==> src/rtl/uart_pkg.sv <==
// rtl/uart_pkg.sv - UART transmitter types, frame encodings and helpers
// Optional feature macro: TX_BREAK_EN (adds the BREAK state).
package uart_pkg;

  // Data bits per frame: 00=5, 01=6, 10=7, 11=8
  typedef enum logic [1:0] {
    DW_5 = 2'b00,
    DW_6 = 2'b01,
    DW_7 = 2'b10,
    DW_8 = 2'b11
  } data_width_e;

  // Parity: even, odd, or none (both upper codes mean none)
  typedef enum logic [1:0] {
    PARITY_EVEN   = 2'b00,
    PARITY_ODD    = 2'b01,
    PARITY_NONE   = 2'b10,
    PARITY_NONE_B = 2'b11
  } parity_mode_e;

  typedef enum logic {
    STOP_1 = 1'b0,
    STOP_2 = 1'b1
  } stop_bits_e;

  typedef struct packed {
    data_width_e  data_width;
    parity_mode_e parity_mode;
    stop_bits_e   stop_bits;
  } uart_config_s;

  typedef enum logic [2:0] {
    TX_IDLE,
    TX_FETCH,
    TX_LOAD,
    TX_START,
    TX_DATA,
    TX_PARITY,
    TX_STOP
`ifdef TX_BREAK_EN
    , TX_BREAK
`endif
  } uart_tx_state_e;

  // Index of the last data bit for a given width (4 for 5 bits ... 7 for 8 bits)
  function automatic logic [2:0] last_bit_idx(input data_width_e w);
    return 3'd4 + {1'b0, w};
  endfunction

  // Parity is only sent for the even/odd codes
  function automatic logic has_parity(input parity_mode_e m);
    return !m[1];
  endfunction

  // Line value of the parity bit given the XOR of all data bits sent
  function automatic logic parity_bit(input parity_mode_e m, input logic xor_all);
    return (m == PARITY_ODD) ? ~xor_all : xor_all;
  endfunction

`ifdef TX_BREAK_EN
  // Break length in bit periods: start + data + parity + stop bits of the format
  function automatic logic [3:0] break_bits(input uart_config_s c);
    logic [3:0] n;
    n = 4'd6 + {2'b00, c.data_width};
    n = n + {3'b000, has_parity(c.parity_mode)};
    n = n + ((c.stop_bits == STOP_2) ? 4'd2 : 4'd1);
    return n;
  endfunction
`endif

endpackage

==> src/rtl/uart_tx_bit_timer.sv <==
// rtl/uart_tx_bit_timer.sv - tick counter modulo OVERSAMPLE marking bit-period ends
module uart_tx_bit_timer #(
  parameter int OVERSAMPLE = 16
) (
  input  logic clk_i,
  input  logic rst_i,
  input  logic tick_i,
  input  logic clear_i,
  output logic bit_end_o
);

  localparam int CNT_W = $clog2(OVERSAMPLE);
  localparam logic [CNT_W-1:0] LAST = CNT_W'(OVERSAMPLE - 1);

  logic [CNT_W-1:0] count_q;

  // Count ticks, wrapping at the end of each bit period; clear restarts a period
  always_ff @(posedge clk_i) begin
    if (rst_i || clear_i) begin
      count_q <= '0;
    end else if (tick_i) begin
      count_q <= (count_q == LAST) ? '0 : count_q + 1'b1;
    end
  end

  assign bit_end_o = tick_i && (count_q == LAST);

endmodule

==> src/rtl/uart_transmitter.sv <==
// rtl/uart_transmitter.sv - UART frame serialiser fed from the TX FIFO
// Optional feature macro: TX_BREAK_EN (send_break_i input and BREAK state).
module uart_transmitter
  import uart_pkg::*;
#(
  parameter int OVERSAMPLE = 16
) (
  input  logic         clk_i,
  input  logic         rst_i,
  input  logic         tick_i,
  input  logic         enable_i,
  input  uart_config_s config_i,
  input  logic         tx_fifo_empty_i,
`ifdef TX_BREAK_EN
  input  logic         send_break_i,
`endif
  input  logic [7:0]   data_tx_i,
  output logic         tx_fifo_read_o,
  output logic         tx_o,
  output logic         busy_o,
  output logic         tx_done_o
);

  uart_tx_state_e state;
  uart_config_s   cfg_q;
  logic [7:0]     shift_q;
  logic [2:0]     bit_idx;
  logic           stop_left;
  logic           parity_acc;
  logic           bit_end;
  logic           timer_clear;
  logic           pop_go;
`ifdef TX_BREAK_EN
  logic [3:0]     break_left;
  logic           break_go;
  assign break_go = enable_i && send_break_i;
`endif

  // Timer is held at zero while idle and restarted in LOAD so START gets a full period
  assign timer_clear = (state == TX_IDLE) || (state == TX_LOAD);
  assign pop_go      = enable_i && !tx_fifo_empty_i;

  uart_tx_bit_timer #(
    .OVERSAMPLE(OVERSAMPLE)
  ) u_bit_timer (
    .clk_i    (clk_i),
    .rst_i    (rst_i),
    .tick_i   (tick_i),
    .clear_i  (timer_clear),
    .bit_end_o(bit_end)
  );

  // Frame sequencer: all line and handshake outputs registered here
  always_ff @(posedge clk_i) begin
    if (rst_i) begin
      state          <= TX_IDLE;
      cfg_q          <= '0;
      shift_q        <= '0;
      bit_idx        <= '0;
      stop_left      <= 1'b0;
      parity_acc     <= 1'b0;
      tx_o           <= 1'b1;
      busy_o         <= 1'b0;
      tx_fifo_read_o <= 1'b0;
      tx_done_o      <= 1'b0;
`ifdef TX_BREAK_EN
      break_left     <= '0;
`endif
    end else begin
      tx_fifo_read_o <= 1'b0;
      tx_done_o      <= 1'b0;
      case (state)
        TX_IDLE: begin
`ifdef TX_BREAK_EN
          if (break_go) begin
            state      <= TX_BREAK;
            tx_o       <= 1'b0;
            busy_o     <= 1'b1;
            break_left <= break_bits(config_i);
          end else
`endif
          if (pop_go) begin
            tx_fifo_read_o <= 1'b1;
            busy_o         <= 1'b1;
            state          <= TX_FETCH;
          end
        end

        TX_FETCH: begin
          state <= TX_LOAD;
        end

        TX_LOAD: begin
          shift_q <= data_tx_i;
          cfg_q   <= config_i;
          tx_o    <= 1'b0;
          state   <= TX_START;
        end

        TX_START: begin
          if (bit_end) begin
            tx_o       <= shift_q[0];
            bit_idx    <= '0;
            parity_acc <= 1'b0;
            state      <= TX_DATA;
          end
        end

        TX_DATA: begin
          if (bit_end) begin
            parity_acc <= parity_acc ^ shift_q[0];
            shift_q    <= {1'b0, shift_q[7:1]};
            if (bit_idx == last_bit_idx(cfg_q.data_width)) begin
              if (has_parity(cfg_q.parity_mode)) begin
                tx_o  <= parity_bit(cfg_q.parity_mode, parity_acc ^ shift_q[0]);
                state <= TX_PARITY;
              end else begin
                tx_o      <= 1'b1;
                stop_left <= (cfg_q.stop_bits == STOP_2);
                state     <= TX_STOP;
              end
            end else begin
              tx_o    <= shift_q[1];
              bit_idx <= bit_idx + 3'd1;
            end
          end
        end

        TX_PARITY: begin
          if (bit_end) begin
            tx_o      <= 1'b1;
            stop_left <= (cfg_q.stop_bits == STOP_2);
            state     <= TX_STOP;
          end
        end

        TX_STOP: begin
          if (bit_end) begin
            if (stop_left) begin
              stop_left <= 1'b0;
            end else begin
              tx_done_o <= 1'b1;
`ifdef TX_BREAK_EN
              if (break_go) begin
                state      <= TX_BREAK;
                tx_o       <= 1'b0;
                break_left <= break_bits(config_i);
              end else
`endif
              if (pop_go) begin
                tx_fifo_read_o <= 1'b1;
                state          <= TX_FETCH;
              end else begin
                busy_o <= 1'b0;
                state  <= TX_IDLE;
              end
            end
          end
        end

`ifdef TX_BREAK_EN
        TX_BREAK: begin
          if (bit_end) begin
            if (break_left == 4'd1) begin
              tx_o      <= 1'b1;
              stop_left <= 1'b0;
              state     <= TX_STOP;
            end else begin
              break_left <= break_left - 4'd1;
            end
          end
        end
`endif

        default: begin
          tx_o   <= 1'b1;
          busy_o <= 1'b0;
          state  <= TX_IDLE;
        end
      endcase
    end
  end

endmodule

==> config.mk <==
export PLATFORM = sky130hd
export DESIGN_NAME = uart_transmitter
export DESIGN_NICKNAME = d
export VERILOG_FILES = /design/src/rtl/uart_pkg.sv /design/src/rtl/uart_tx_bit_timer.sv /design/src/rtl/uart_transmitter.sv
export SDC_FILE = /design/constraint.sdc
export NUM_CORES = 1
export LEC_CHECK = 0
export CORE_ASPECT_RATIO = 0.6
export CORE_MARGIN = 4
export CORE_UTILIZATION = 55
export DETAILED_ROUTE_END_ITERATION = 6
export MAX_ROUTING_LAYER = met4
export PLACE_DENSITY = 0.8
export SLEW_MARGIN = 20
export SYNTH_ARGS = -nofsm -noshare
export SYNTH_HDL_FRONTEND = slang
export SYNTH_SLANG_ARGS = --single-unit
export TNS_END_PERCENT = 1
==> constraint.sdc <==
create_clock -name clk_i -period 4.2 [get_ports clk_i]
set_clock_uncertainty 0.1 [all_clocks]
set_input_delay 0.84 -clock clk_i [delete_from_list [all_inputs] [get_ports clk_i]]
set_output_delay 0.84 -clock clk_i [all_outputs]
set_load 0.05 [all_outputs]
==> results of run 1 <==
-- cells by family after synthesis --
family / count (synthesis) / share of synthesized area [%]
AOI/OAI and AO/OA: 54 / 22.26
xor gates and xnor gates: 7 / 3.813
adders and majority gates: 2 / 1.556
buffers and inverters: 17 / 6.381
DFF: 29 / 36.11
muxes: 8 / 4.981
and+or+nand+nor: 73 / 24.90
-- power groups by stage --
stage,logic [uW],registers [uW],clock network [uW]
2_1_floorplan,149,342,0
3_3_place_gp,169,359,0
3_5_place_dp,176,362,0
4_1_cts,177,356,224
5_1_grt,197,365,241
6_report,179,358,221
-- state kept, by name (all words and copies together) (netlist names) --
name	count
bit_idx	3
busy_o	1
cfg_q	5
parity_acc	1
shift_q	8
state	3
stop_left	1
tx_done_o	1
tx_fifo_read_o	1
tx_o	1
u_bit_timer.count_q	4
-- final cells by class --
cell class	count	area (um2)	share of cell area [%]
multi-input combinational	144	924.6	49.43
tap	40	50.05	2.676
clock buffer	6	72.57	3.880
inverter	4	15.01	0.8027
sequential	29	580.6	31.04
timing repair buffer	22	217.7	11.64
clock inverter	2	10.01	0.5351
-- worst max path at each step --
stage / startpoint / end / slack, ns / cells past startpoint
after floorplan: tick_i / shift_q[5] / 2.15 / 7
after global placement: tick_i / shift_q[0] / 1.36 / 5
after detailed placement: tick_i / shift_q[0] / 1.32 / 5
after CTS: tick_i / shift_q[0] / 1.61 / 5
after global routing: tick_i / shift_q[0] / 1.52 / 5
final: tick_i / shift_q[0] / 1.60 / 5
-- layer usage --
layer  track usage (%)  up-vias  wire length [um]
li1                  -      728                 -
met1             28.06      707              1808
met2             32.81       70              1675
met3             5.818        9               309
met4             9.172        0                44
met5                 -        -                 0
-- worst min-delay path: cells and delay by family (launching register included) --
kind | cells | cell delay, ns
compound gates | 2 | 0.12
flops | 1 | 0.30
-- stage by stage --
step           power [uW]  setup slack [ns]  area, um2
6_report            758.3             1.596       1871
3_3_place_gp        528.0             1.361       1788
5_1_grt             802.8             1.522       1871
4_1_cts             756.8             1.611       1871
2_1_floorplan       491.5             2.154       1608
3_5_place_dp        537.2             1.324       1788
-- cells in the final DEF (no fill, tap or decap), types with 3 or more instances in the layout --
| cell type | n |
|---|---|
| or3_1 | 7 |
| clkdlybuf4s50_1 | 21 |
| nor2_1 | 15 |
| o21ai_0 | 12 |
| nand2_1 | 19 |
| mux2i_1 | 8 |
| clkbuf_8 | 5 |
| nand2b_1 | 4 |
| nand3_1 | 5 |
| xnor2_1 | 5 |
| dfxtp_1 | 29 |
| nor3_1 | 6 |
| a21oi_1 | 18 |
| inv_1 | 4 |
| a31oi_1 | 3 |
==> flow_metrics.env, run 1 <==
export IMPL_synthCells=190
export IMPL_fin_setup_tns_ns=0
export IMPL_switchingPower_uw=260.8
export IMPL_path_cells="clkdlybuf4s50_1, and4_1, a21oi_4, or3_2, a21oi_1"
export IMPL_drt_total_wl_mm=3.838
export IMPL_fp_dieH_um=49.88
export IMPL_syn_to_final_growth_pct=16.34
export IMPL_dr_total_vias=1514
export IMPL_grt_pass1_vias=1392
export IMPL_hp_class="register to register"
export IMPL_cp_required_ns=4.32
export IMPL_vias_per_cell=6.130
export IMPL_startpoint_type="input pin"
export IMPL_ff2ff_path_depth=4
export IMPL_row_count=14
export IMPL_cts_max_path_buffers=2
export IMPL_crit_path_max_fanout=15
export IMPL_htree_levels=2
export IMPL_drive_above_1_share_pct=7.729
export IMPL_reg2reg_from="state[0]"
export IMPL_antenna_found_initial=0
export IMPL_cts_resized=0
export IMPL_synth_cell_type_count=47
export IMPL_drt_antenna_violating_nets=0
export IMPL_finalNetCount=226
export IMPL_ys_top_cells_by_area="dfxtp_1 36%, a21oi_1 5.6%, mux2i_1 5.0%"
export IMPL_yosys_area_top_type="dfxtp_1"
export IMPL_cts_sinks=29
export IMPL_finalMaxSlewViolations=0
export IMPL_route_detailed_drc=0
export IMPL_grt_pass1_wl_mm=6.548
export IMPL_yosys_top_cells_count="29 x dfxtp_1, 19 x nand2_1, 18 x a21oi_1"
export IMPL_track_usage_pct=21.97
export IMPL_synth_flop_cell="dfxtp_1"
export IMPL_port_buffer_count=21
export IMPL_critical_path_class="input pin to register"
export IMPL_dp_hpwl_mm=2.662
export IMPL_status="finished, final reports clean"
export IMPL_fill_cells=215
export IMPL_gr_total_overflow=0
export IMPL_syn_avg_cell_area_um2=8.462
export IMPL_crit_slowest_cell="clkdlybuf4s50_1"
export IMPL_n_antenna_cell=0
export IMPL_vdd_drop_max_uv=233.1
export IMPL_ys_seq_area_share_pct=36.11
export IMPL_start_util_pct=60.79
export IMPL_hp_start="shift_q[6]"
export IMPL_io_pins=22
export IMPL_path_buf_inv=1
export IMPL_fmax_mhz=384.0
export IMPL_clock_latency_ns=0.28
export IMPL_yosys_warnings=0
export IMPL_hold_ws_ns=0.3695
export IMPL_end_kind="register"
export IMPL_place_congestion=0.8632
export IMPL_worst_hold_path_num_cells=2
export IMPL_power_internal_uw=497.5
export IMPL_whs_endpoint="shift_q[6]"
export IMPL_postLayoutCoreUtil_pct=70.72
export IMPL_min_period_ns=2.604
export IMPL_core_area_mm2=0.002645
export IMPL_critPathTopFamily="simple AND/OR/NAND/NOR gates"
export IMPL_p_clk_share_pct=29.2
export IMPL_clk_pin_slew_ns=0.07
export IMPL_drv_cap=0
export IMPL_syn_cell_area_mm2=0.001608
export IMPL_swShare_pct=34.39
export IMPL_p_leak_uw=0.0006441
export IMPL_stdcell_count=247
export IMPL_post_cts_buffers=0
export IMPL_cp_slowest_stage_delay_ns=0.60
export IMPL_dp_cells=239
export IMPL_setup_viol=0
export IMPL_cts_tree="done"
export IMPL_p_comb_share_pct=23.6
export IMPL_dieArea_mm2=0.003881
export IMPL_power_density_mw_per_mm2=405.4
export IMPL_drtIter0Drc=218
export IMPL_hold_buffers=0
export IMPL_synth_edf_count=0
export IMPL_dr_pass1_iters=6
export IMPL_arrival_ns=2.72
export IMPL_power_frac_seq_pct=47.3
export IMPL_r2r_end="shift_q[0]"
export IMPL_synth_seq_cells=29
export IMPL_slew_headroom_pct=27.52
export IMPL_async_flop_share_pct=0
export IMPL_synth_nets=210
export IMPL_timing_final_hold_violations=0
export IMPL_die_w_um=77.80
export IMPL_rsz0062_at_grt="no"
export IMPL_cts_buffers=5
export IMPL_yosysMostFrequentCell="dfxtp_1"
export IMPL_wire_per_inst_um=15.54
export IMPL_grt_start_max_net_pins=36
export IMPL_ff2ff_setup_slack_ns=1.94
export IMPL_synth_top_area_share_pct=36.11
export IMPL_fin_crit_sh_pct=62.00
export IMPL_tightest_slew_ns=1.086
export IMPL_cts_root_buf="clkbuf_8"
Note: power is estimated with default switching activity, not from simulation.
==> run 2: changes to the inputs <==
- CORE_UTILIZATION: 55 -> 49
- PLACE_DENSITY: 0.8 -> 0.75
- clock period: 4.2 -> 2.3 ns (I/O delays scaled with it)
==> flow_metrics.env, run 2 (same netlist as run 1, synthesis figures left out) <==
export IMPL_vias_per_cell=5.893
export IMPL_hp_class="register to register"
export IMPL_gr_total_overflow=0
export IMPL_grt_start_max_net_pins=35
export IMPL_wire_per_inst_um=15.51
export IMPL_end_kind="register"
export IMPL_hold_buffers=0
export IMPL_use_met3_pct=5.670
export IMPL_place_congestion=0.8837
export IMPL_clk_pin_slew_ns=0.06
export IMPL_drv_cap=0
export IMPL_setup_viol=0
export IMPL_syn_to_final_growth_pct=18.75
export IMPL_dp_hpwl_mm=2.882
export IMPL_pre_cts_slack_ns=0.01710
export IMPL_fmax_mhz=502.7
export IMPL_cts_buffers=5
export IMPL_final_common_cell="dfxtp_1"
export IMPL_reg2reg_from="state[2]"
export IMPL_met2_usage_pct=28.95
export IMPL_worst_slack_ns=0.3109
export IMPL_htree_levels=2
export IMPL_drtIter0Drc=208
export IMPL_busiest_layer="met1"
export IMPL_start_util_pct=53.54
export IMPL_cp_required_ns=2.41
export IMPL_power_density_mw_per_mm2=722.2
export IMPL_critPathLaunch="tick_i"
export IMPL_drive_above_1_share_pct=9.953
export IMPL_post_cts_buffers=0
export IMPL_drt_total_wl_mm=3.925
export IMPL_drt_antenna_violating_nets=0
export IMPL_p_leak_uw=0.0006700
export IMPL_largest_register_ffs=8
export IMPL_vdd_drop_max_uv=407.5
export IMPL_core_area_mm2=0.003003
export IMPL_r2r_end="shift_q[6]"
export IMPL_tightest_slew_ns=0.5789
export IMPL_slew_headroom_pct=61.35
export IMPL_arrival_ns=2.10
export IMPL_n_antenna_cell=0
export IMPL_status="finished, final reports clean"
export IMPL_ff2ff_setup_slack_ns=0.37
export IMPL_clock_latency_ns=0.28
export IMPL_reg_top3="shift_q x8, cfg_q x5, u_bit_timer.count_q x4"
export IMPL_die_w_um=81.95
export IMPL_dr_pass1_iters=5
export IMPL_critical_path_class="input pin to register"
export IMPL_dr_total_vias=1491
export IMPL_regMostFlops="shift_q"
export IMPL_grt_pass1_vias=1363
export IMPL_io_pins=22
export IMPL_dieArea_mm2=0.004292
export IMPL_timing_final_hold_violations=0
export IMPL_fin_crit_sh_pct=86.48
export IMPL_route_detailed_drc=0
export IMPL_cts_sinks=29
export IMPL_row_count=15
export IMPL_dp_cells=247
export IMPL_cts_max_path_buffers=2
export IMPL_grt_pass1_wl_mm=6.561
export IMPL_crit_path_max_fanout=15
export IMPL_met1_usage_pct=29.23
export IMPL_startpoint_type="input pin"
export IMPL_cts_resized=0
export IMPL_cts_root_buf="clkbuf_8"
export IMPL_ff2ff_path_depth=5
export IMPL_rsz0062_at_grt="no"
export IMPL_crit_end="shift_q[0]"
export IMPL_finalNetCount=232
export IMPL_fp_dieH_um=52.37
export IMPL_track_usage_pct=21.00
export IMPL_stdcell_count=253
export IMPL_cts_tree="done"
export IMPL_min_period_ns=1.989
export IMPL_port_buffer_count=21
export IMPL_fin_setup_tns_ns=0
export IMPL_finalMaxSlewViolations=0
export IMPL_antenna_found_initial=0
export IMPL_final_cell_mix="29 x dfxtp_1, 21 x clkdlybuf4s50_1, 19 x nand2_1"
run 2: cell types whose count changed in the layout (fill, tap and decap cells not counted), sizes merged:
| cell | delta |
|---|---|
| buf | +6 |
| clkinv | -1 |
| clkbuf | -1 |
run 2: final cells by class:
cell class | instances | area [um2]
clock buffers | 5 | 68.82
clock inverters | 1 | 5.005
fillers | 269 | 1094
inverters | 4 | 15.01
multi-input cells | 144 | 924.6
flip-flops and latches | 29 | 580.6
well taps | 42 | 52.55
repair buffers | 28 | 262.8
run 2: worst min-delay path by stage:
stage / from / end / slack, ns / depth (start not counted)
detailed placement: cfg_q[0] / cfg_q[0] / 0.35 / 2
floorplan: cfg_q[0] / cfg_q[0] / 0.33 / 2
CTS: cfg_q[0] / cfg_q[0] / 0.36 / 2
global placement: cfg_q[3] / cfg_q[3] / 0.36 / 2
global route: cfg_q[4] / cfg_q[4] / 0.39 / 2
finish: cfg_q[0] / cfg_q[0] / 0.36 / 2
run 2: worst max-delay path, cell delays in order:
cell and delay [ns]:
clkdlybuf4s50_1 0.50, and4_1 0.36, a21oi_4 0.16, or3_2 0.47, a21oi_1 0.15
run 2: metal layers:
layer,routed length (um),up-vias,share of wire [%]
met2,1667,73,42
met3,401,4,10
li1,-,735,-
met4,34,0,0.87
met5,0,-,0
met1,1821,679,46
run 2: stage by stage:
stage               util, %  hold slack (ns)  area [um2]  total power, uW
CTS                   63.58           0.3576        1909             1381
finish                63.58           0.3606        1909             1379
detailed placement    61.12           0.3493        1836            998.1
floorplan                 -           0.3320        1608            897.4
global placement      61.12           0.3575        1836            985.1
global route          63.58           0.3921        1909             1461
run 2: where the power goes:
part           switching [uW]  leakage, uW  internal [uW]  total [uW]
logic                     221     0.000395            158         379
clock network             188    0.0000399            198         386
registers                58.5     0.000235            555         614
total                     467     0.000670            912        1380
==> run 3: changes to the inputs <==
- CORE_UTILIZATION: 49 -> 40
- PLACE_DENSITY: 0.75 -> unset
==> flow_metrics.env, run 3 (same netlist as run 1, synthesis figures left out) <==
export IMPL_dr_total_vias=1479
export IMPL_route_detailed_drc=0
export IMPL_timing_final_hold_violations=0
export IMPL_wire_per_inst_um=14.77
export IMPL_htree_levels=2
export IMPL_met1_usage_pct=23.59
export IMPL_cts_sinks=29
export IMPL_worstSetupPathDepth=1
export IMPL_clk_pin_slew_ns=0.06
export IMPL_reg_top3="shift_q x8, cfg_q x5, u_bit_timer.count_q x4"
export IMPL_drive_above_1_share_pct=10.65
export IMPL_path_buf_inv=1
export IMPL_critical_path_class="register to output port"
export IMPL_die_w_um=89.85
export IMPL_place_congestion=0.8565
export IMPL_met2_usage_pct=20.62
export IMPL_path_cells="clkdlybuf4s50_1"
export IMPL_dieArea_mm2=0.005131
export IMPL_dp_hpwl_mm=2.841
export IMPL_core_area_mm2=0.003765
export IMPL_row_count=17
export IMPL_track_usage_pct=16.19
export IMPL_cts_resized=0
export IMPL_cts_root_buf="clkbuf_8"
export IMPL_worst_slack_ns=0.3254
export IMPL_reg2reg_from="u_bit_timer.count_q[0]"
export IMPL_ff2ff_setup_slack_ns=0.45
export IMPL_hold_buffers=0
export IMPL_hp_class="register to register"
export IMPL_start_util_pct=42.71
export IMPL_crit_slowest_cell="clkdlybuf4s50_1"
export IMPL_fill_cells=364
export IMPL_startpoint_type="register"
export IMPL_ff2ff_path_depth=5
export IMPL_busiest_layer="met1"
export IMPL_swShare_pct=33.55
export IMPL_crit_end="tx_o"
export IMPL_dp_cells=255
export IMPL_tightest_slew_ns=0.4943
export IMPL_slew_headroom_pct=66.94
export IMPL_end_kind="output port"
export IMPL_largest_register_ffs=8
export IMPL_critPathLaunch="tx_o"
export IMPL_r2r_end="shift_q[0]"
export IMPL_critPathTopFamily="buffers and inverters"
export IMPL_min_period_ns=1.975
export IMPL_dr_pass1_iters=4
export IMPL_drt_antenna_violating_nets=0
export IMPL_post_cts_buffers=0
export IMPL_power_density_mw_per_mm2=721.6
export IMPL_clock_latency_ns=0.28
export IMPL_cts_max_path_buffers=2
export IMPL_drtIter0Drc=141
export IMPL_switchingPower_uw=470.7
export IMPL_arrival_ns=1.41
export IMPL_status="finished, final reports clean"
export IMPL_finalMaxSlewViolations=0
export IMPL_vias_per_cell=5.624
export IMPL_grt_pass1_vias=1339
export IMPL_io_pins=22
export IMPL_power_total_uw=1403
export IMPL_grt_start_max_net_pins=35
export IMPL_crit_path_max_fanout=2
export IMPL_final_common_cell="dfxtp_1"
export IMPL_gr_total_overflow=0
export IMPL_cts_buffers=5
export IMPL_fin_crit_sh_pct=85.85
export IMPL_p_clk_share_pct=28.5
export IMPL_cp_required_ns=1.74
export IMPL_setup_viol=0
export IMPL_power_frac_seq_pct=42.9
export IMPL_grt_pass1_wl_mm=6.458
export IMPL_port_buffer_count=21
export IMPL_pre_cts_slack_ns=0.09877
export IMPL_regMostFlops="shift_q"
export IMPL_cp_slowest_stage_delay_ns=0.80
export IMPL_p_leak_uw=0.0006851
export IMPL_final_cell_mix="29 x dfxtp_1, 21 x clkdlybuf4s50_1, 19 x nand2_1"
export IMPL_power_internal_uw=932.3
export IMPL_drv_cap=0
export IMPL_n_antenna_cell=0
export IMPL_syn_to_final_growth_pct=20.93
export IMPL_fmax_mhz=506.4
export IMPL_rsz0062_at_grt="no"
export IMPL_use_met3_pct=5.007
export IMPL_fp_dieH_um=57.11
export IMPL_drt_total_wl_mm=3.885
export IMPL_stdcell_count=263
export IMPL_p_comb_share_pct=28.6
export IMPL_vdd_drop_max_uv=348.6
export IMPL_finalNetCount=235
export IMPL_fin_setup_tns_ns=0
export IMPL_cts_tree="done"
export IMPL_antenna_found_initial=0
[run 3: worst min path at each step]
stage	startpoint	depth (start not counted)	slack (ns)	to
after floorplan	cfg_q[0]	2	0.33	cfg_q[0]
after global routing	shift_q[2]	2	0.40	shift_q[2]
after global placement	shift_q[5]	2	0.36	shift_q[5]
after CTS	shift_q[5]	2	0.37	shift_q[5]
after detailed placement	shift_q[5]	2	0.36	shift_q[5]
final	cfg_q[4]	2	0.37	cfg_q[4]
[run 3: per-layer routing]
metal	up-vias	part of all wire, %
li1	744	-
met4	0	1.4
met1	666	50
met3	11	8.4
met5	-	0
met2	58	41
[run 3: metrics by stage]
stage	util (%)	hold slack [ns]	area (um2)
finish	51.65	0.3658	1944
global route	51.65	0.3986	1944
CTS	51.65	0.3714	1944
detailed placement	49.52	0.3642	1864
global placement	49.52	0.3606	1864
floorplan	-	0.3320	1608
[run 3: worst register-to-register path, stage by stage, from the launching register on]
cell and delay, ns:
dfxtp_1 0.38, ha_1 0.22, and4_1 0.34, a21oi_4 0.15, or3_2 0.46, a21oi_1 0.14
[run 3: layout make-up]
type	instances	area, um2	area share [%]
clock buffer	8	80.08	4.118
inverter	4	15.01	0.7722
multi-input combinational	144	924.6	47.55
sequential	29	580.6	29.86
tap	47	58.81	3.024
timing repair buffer	31	285.3	14.67
[run 3: power groups by stage]
stage	registers, uW	logic (uW)	clock network (uW)
floorplan	625	272	0
global placement	610	389	0
detailed placement	613	398	0
CTS	602	399	407
global route	608	439	432
finish	602	402	399
==> edit 1 (flow settings as in run 2) <==
Encoding of `uart_tx_state_e`: now one-hot (7 bits for 7 states).
--- a/src/rtl/uart_pkg.sv
+++ b/src/rtl/uart_pkg.sv
@@ -29,14 +29,14 @@
     stop_bits_e   stop_bits;
   } uart_config_s;
 
-  typedef enum logic [2:0] {
-    TX_IDLE,
-    TX_FETCH,
-    TX_LOAD,
-    TX_START,
-    TX_DATA,
-    TX_PARITY,
-    TX_STOP
+  typedef enum logic [6:0] {
+    TX_IDLE   = 7'b0000001,
+    TX_FETCH  = 7'b0000010,
+    TX_LOAD   = 7'b0000100,
+    TX_START  = 7'b0001000,
+    TX_DATA   = 7'b0010000,
+    TX_PARITY = 7'b0100000,
+    TX_STOP   = 7'b1000000
 `ifdef TX_BREAK_EN
     , TX_BREAK
 `endif
Formal check against the unedited RTL: same outputs for any inputs over 10 cycles, from zero or initial values and one cycle with rst_i high; not proved beyond that.
==> edit 1 against run 2 <==
- area after synthesis is 14% higher
- maximum frequency is 4.8% lower
- sequential share of layout area is 0.58 points lower
- utilization is 1.1 points higher
- power is 24% higher
- wire length is 2.5% higher
- sequential power is 11% higher
- combinational power is 56% higher
- sequential cell count is 4 higher
- final area is 16% higher
- first-iteration DRC count is 19% lower
- worst setup slack worse by 0.10 ns
- critical endpoint is now shift_q[2]
- largest cell class unchanged
- largest power group unchanged
==> edit 1: results (changes against run 2) <==
stage,metric,value,unit,change
global_route,grt_first_pass_wirelength,6831,um,was 6561 um
cells_and_area,nFillCells,307,,was 269
cells_and_area,ff_latch_area,660.6,um^2,was 580.6 um^2
routing,viasPerCell,5.704,,was 5.893
synth,ys_top_cells_by_area,"dfxtp_1, mux2i_1, nor2_1, xnor2_1, a21oi_1",,"was dfxtp_1, a21oi_1, mux2i_1, nand2_1, o21ai_0"
cells_and_area,multi_input_area,0.001074,mm^2,was 924.6 um^2
power_and_ir_drop,p_seq_share,39.7,%,was 44.5%
power_and_ir_drop,powerDensity,773.3,mW/mm^2,was 722.2 mW/mm^2
synth,netlist_top_cells_count,"dfxtp_1, nor2_1, mux2i_1, nand2_1, a21oi_1",,"was dfxtp_1, nand2_1, a21oi_1, nor2_1, o21ai_0"
power_and_ir_drop,pg_clk,0.440,mW,was 0.386 mW
place,placed_cell_area,0.002128,mm^2,was 0.001836 mm^2
cells_and_area,reg_top3,"shift_q (8), state (7), cfg_q (5)",,"was shift_q (8), cfg_q (5), u_bit_timer.count_q (4)"
cells_and_area,seq_share,29.83,%,was 30.41%
floorplan,die_area,0.004801,mm^2,was 0.004292 mm^2
worst_setup_path,critPathMaxFanout,15,,unchanged
cells_and_area,multi_input_comb_cells,159,,was 144
routing,routed.top_layer,met4,,unchanged
synth,synth_cells,209,,was 190
global_route,use_met3,4.458,%,was 5.670%
clocking,clock_latency,0.28,ns,about the same
cells_and_area,drive_above_1_share,15.06,%,was 9.953%
global_route,track_usage,17.99,%,was 21.00%
synth,synth_seq_cells,33,,was 29
power_and_ir_drop,power.internal,1.129,mW,was 0.9116 mW
global_route,use_met2,23.14,%,was 28.95%
timing,relSlewSlack,64.10,%,was 61.35%
cells_and_area,clock_area_share,3.898,%,was 3.866%
cells_and_area,non_clock_buffer_count,36,,was 28
run_status,outcome,completed,,unchanged
synth,syn_nets,229,,was 210
power_and_ir_drop,leakagePower,0.8281,nW,was 0.6700 nW
synth,seq_area_frac_synth,36.16,%,was 36.11%
cells_and_area,nClkBuffers,7,,was 5
routing,route.met2.wl,1663,um,was 1667 um
clocking,clk_pin_slew,0.07,ns,
place,place_ws,0.001603,ns,was 0.01710 ns
cells_and_area,stdcell_count,284,,was 253
synth,synthArstFlopShare,0,%,unchanged
routing,avgRoutedWirePerCell,14.17,um,was 15.51 um
clocking,cts_setup_buffers,0,,unchanged
power_and_ir_drop,peakVddDrop,0.0004278,V,was 0.0004075 V
place,gp_congestion,0.8795,,was 0.8837
global_route,met1_usage,27.20,%,was 29.23%
worst_hold_path,min_path_type,reg2reg,,unchanged
cells_and_area,nNetsFinal,259,,was 232
global_route,grt_max_degree,16,,was 35
place,dp.cells,277,,was 247
routing,drt-initial-drc-count,168,,was 208
cells_and_area,buffer_area_share,14.58,%,was 13.76%
place,dp_hpwl,2959,um,was 2882 um
clocking,cts_buffer_depth,2,,unchanged
routing,drt-met1-wl,2054,um,was 1821 um
global_route,grt_pass1_vias,1451,,was 1363
routing,wl_met3,255,um,was 401 um
routing,first_pass_iters,4,,was 5
synth,ys_types,52,,was 47
-- edit 1: cell families (layout without fill, tap and decap cells) --
logic type / after synthesis / after routing / share of synthesized area [%]
fa+ha+maj: 2 / 2 / 1.370
buf+inv: 17 / 47 / 5.068
flops: 33 / 33 / 36.16
compound gates: 42 / 42 / 17.54
mux: 17 / 17 / 9.520
simple gates: 88 / 88 / 25.55
xor+xnor: 10 / 10 / 4.795
-- edit 1: final timing paths --
| kind | slack (ns) | to | cells after the start | start |
|---|---|---|---|---|
| hold / removal | 0.40 | bit_idx[2] | 2 | bit_idx[2] |
| hold reg to reg | 0.40 | bit_idx[2] | 2 | bit_idx[2] |
| setup / recovery | 0.21 | shift_q[2] | 5 | state[5] |
| setup reg to reg | 0.21 | shift_q[2] | 5 | state[5] |
-- edit 1: worst max-delay path, cell delays in order, from the launching register on --
cell,delay [ns]
dfxtp_1,0.43
or4_4,0.60
nor4b_4,0.29
o21bai_4,0.28
nor2_1,0.08
a211oi_1,0.22
==> edit 2 (config.mk and constraints of run 2) <==
Without the edit above. The option `TX_BREAK_EN` is turned on by a define.
--- a/src/rtl/uart_pkg.sv
+++ b/src/rtl/uart_pkg.sv
@@ -1,5 +1,7 @@
 // rtl/uart_pkg.sv - UART transmitter types, frame encodings and helpers
 // Optional feature macro: TX_BREAK_EN (adds the BREAK state).
+`define TX_BREAK_EN
+
 package uart_pkg;
 
   // Data bits per frame: 00=5, 01=6, 10=7, 11=8
Interface: changed (added send_break_i); port bits go from 22 to 23. The function was not compared with the original's and may differ.
==> edit 2 against run 2 <==
- sequential cell count increased by 4
- register-to-register slack got worse by 0.15 ns
- final area grew 29%
- wire length rose by 20%
- area after synthesis grew 20%
- worst setup slack worse by 0.093 ns
Power is not compared: it rests on default switching activity, and its combinational part moved more than twofold at a synthesized area within 25%.
==> edit 2: results (changes against run 2) <==
stage,metric,value,unit,change
worst_setup_path,crit_family,adder cells,,was simple AND/OR/NAND/NOR gates
routing,drt_wl_total,4709,um,was 3925 um
worst_hold_path,min_from,shift_q[4],,was cfg_q[0]
routing,first_pass_iters,4,,was 5
cells_and_area,stdcell_count,329,,was 253
cells_and_area,drive_above_1_share,15.96,%,was 9.953%
synth,syn_area_per_cell,8.157,um^2,was 8.462 um^2
global_route,track_usage,21.01,%,was 21.00%
worst_setup_path,ff2ff_path_depth,6,,was 5
routing,wl_met3,292,um,was 401 um
synth,syn_nets,264,,was 210
worst_setup_path,crit_end,break_left[2],,was shift_q[0]
timing,hold_ws,0.3810,ns,was 0.3606 ns
timing,relSlewSlack,62.20,%,was 61.35%
worst_setup_path,critPathLaunch,config_i[0],,was tick_i
worst_setup_path,r2r-end,state[1],,was shift_q[6]
synth,seq_area_frac_synth,34.17,%,was 36.11%
worst_hold_path,hold_path_end,shift_q[3],,was cfg_q[0]
cells_and_area,nFillCells,327,,was 269
place,dp.cells,321,,was 247
place,placed_cell_area,0.002371,mm^2,was 0.001836 mm^2
place,place_ws,-0.1046,ns,was 0.01710 ns
global_route,grt_pass1_vias,1798,,was 1363
place,gp_congestion,0.8998,,was 0.8837
worst_setup_path,max_stage_delay,0.47,ns,was 0.50 ns
timing,fin_crit,2.083,ns,was 1.989 ns
run_status,outcome,completed,,unchanged
routing,drt-met1-wl,2257,um,was 1821 um
routing,viasPerCell,5.675,,was 5.893
global_route,grt_first_pass_wirelength,8162,um,was 6561 um
cells_and_area,reg_top3,"shift_q (8), cfg_q (5)",,"was shift_q (8), cfg_q (5), u_bit_timer.count_q (4)"
routing,route.met2.wl,2115,um,was 1667 um
[edit 2: cell types whose count changed after synthesis, sizes merged, moves of 6 or more]
| cell | run 2 | this run |
|---|---|---|
| a311oi | 0 | 10 |
| inv | 4 | 13 |
| nand2 | 19 | 26 |
| nor2 | 15 | 33 |
| or3 | 9 | 3 |
[edit 2: cells by family (layout without fill, tap and decap cells)]
family	Yosys count	count (layout)	share of synthesized area (%)
buf+inv	25	70	5.437
xor+xnor	5	5	2.265
fa+ha+maj	8	8	5.566
mux	9	9	4.660
simple gates	91	91	22.53
flops	33	33	34.17
compound gates	66	66	25.37
[edit 2: final cells by class]
cell class | instances | share of cell area, %
repair buffers | 49 | 17.61
clock buffers | 7 | 3.897
well taps | 47 | 2.379
multi-input cells | 179 | 47.22
inverters | 13 | 1.974
flip-flops and latches | 33 | 26.72
clock inverters | 1 | 0.2024
[edit 2: layer usage]
metal	GRT usage (%)	vias to the layer above
met1	28.95	868
li1	-	947
met3	6.745	7
met5	-	-
met2	29.38	45
met4	5.732	0
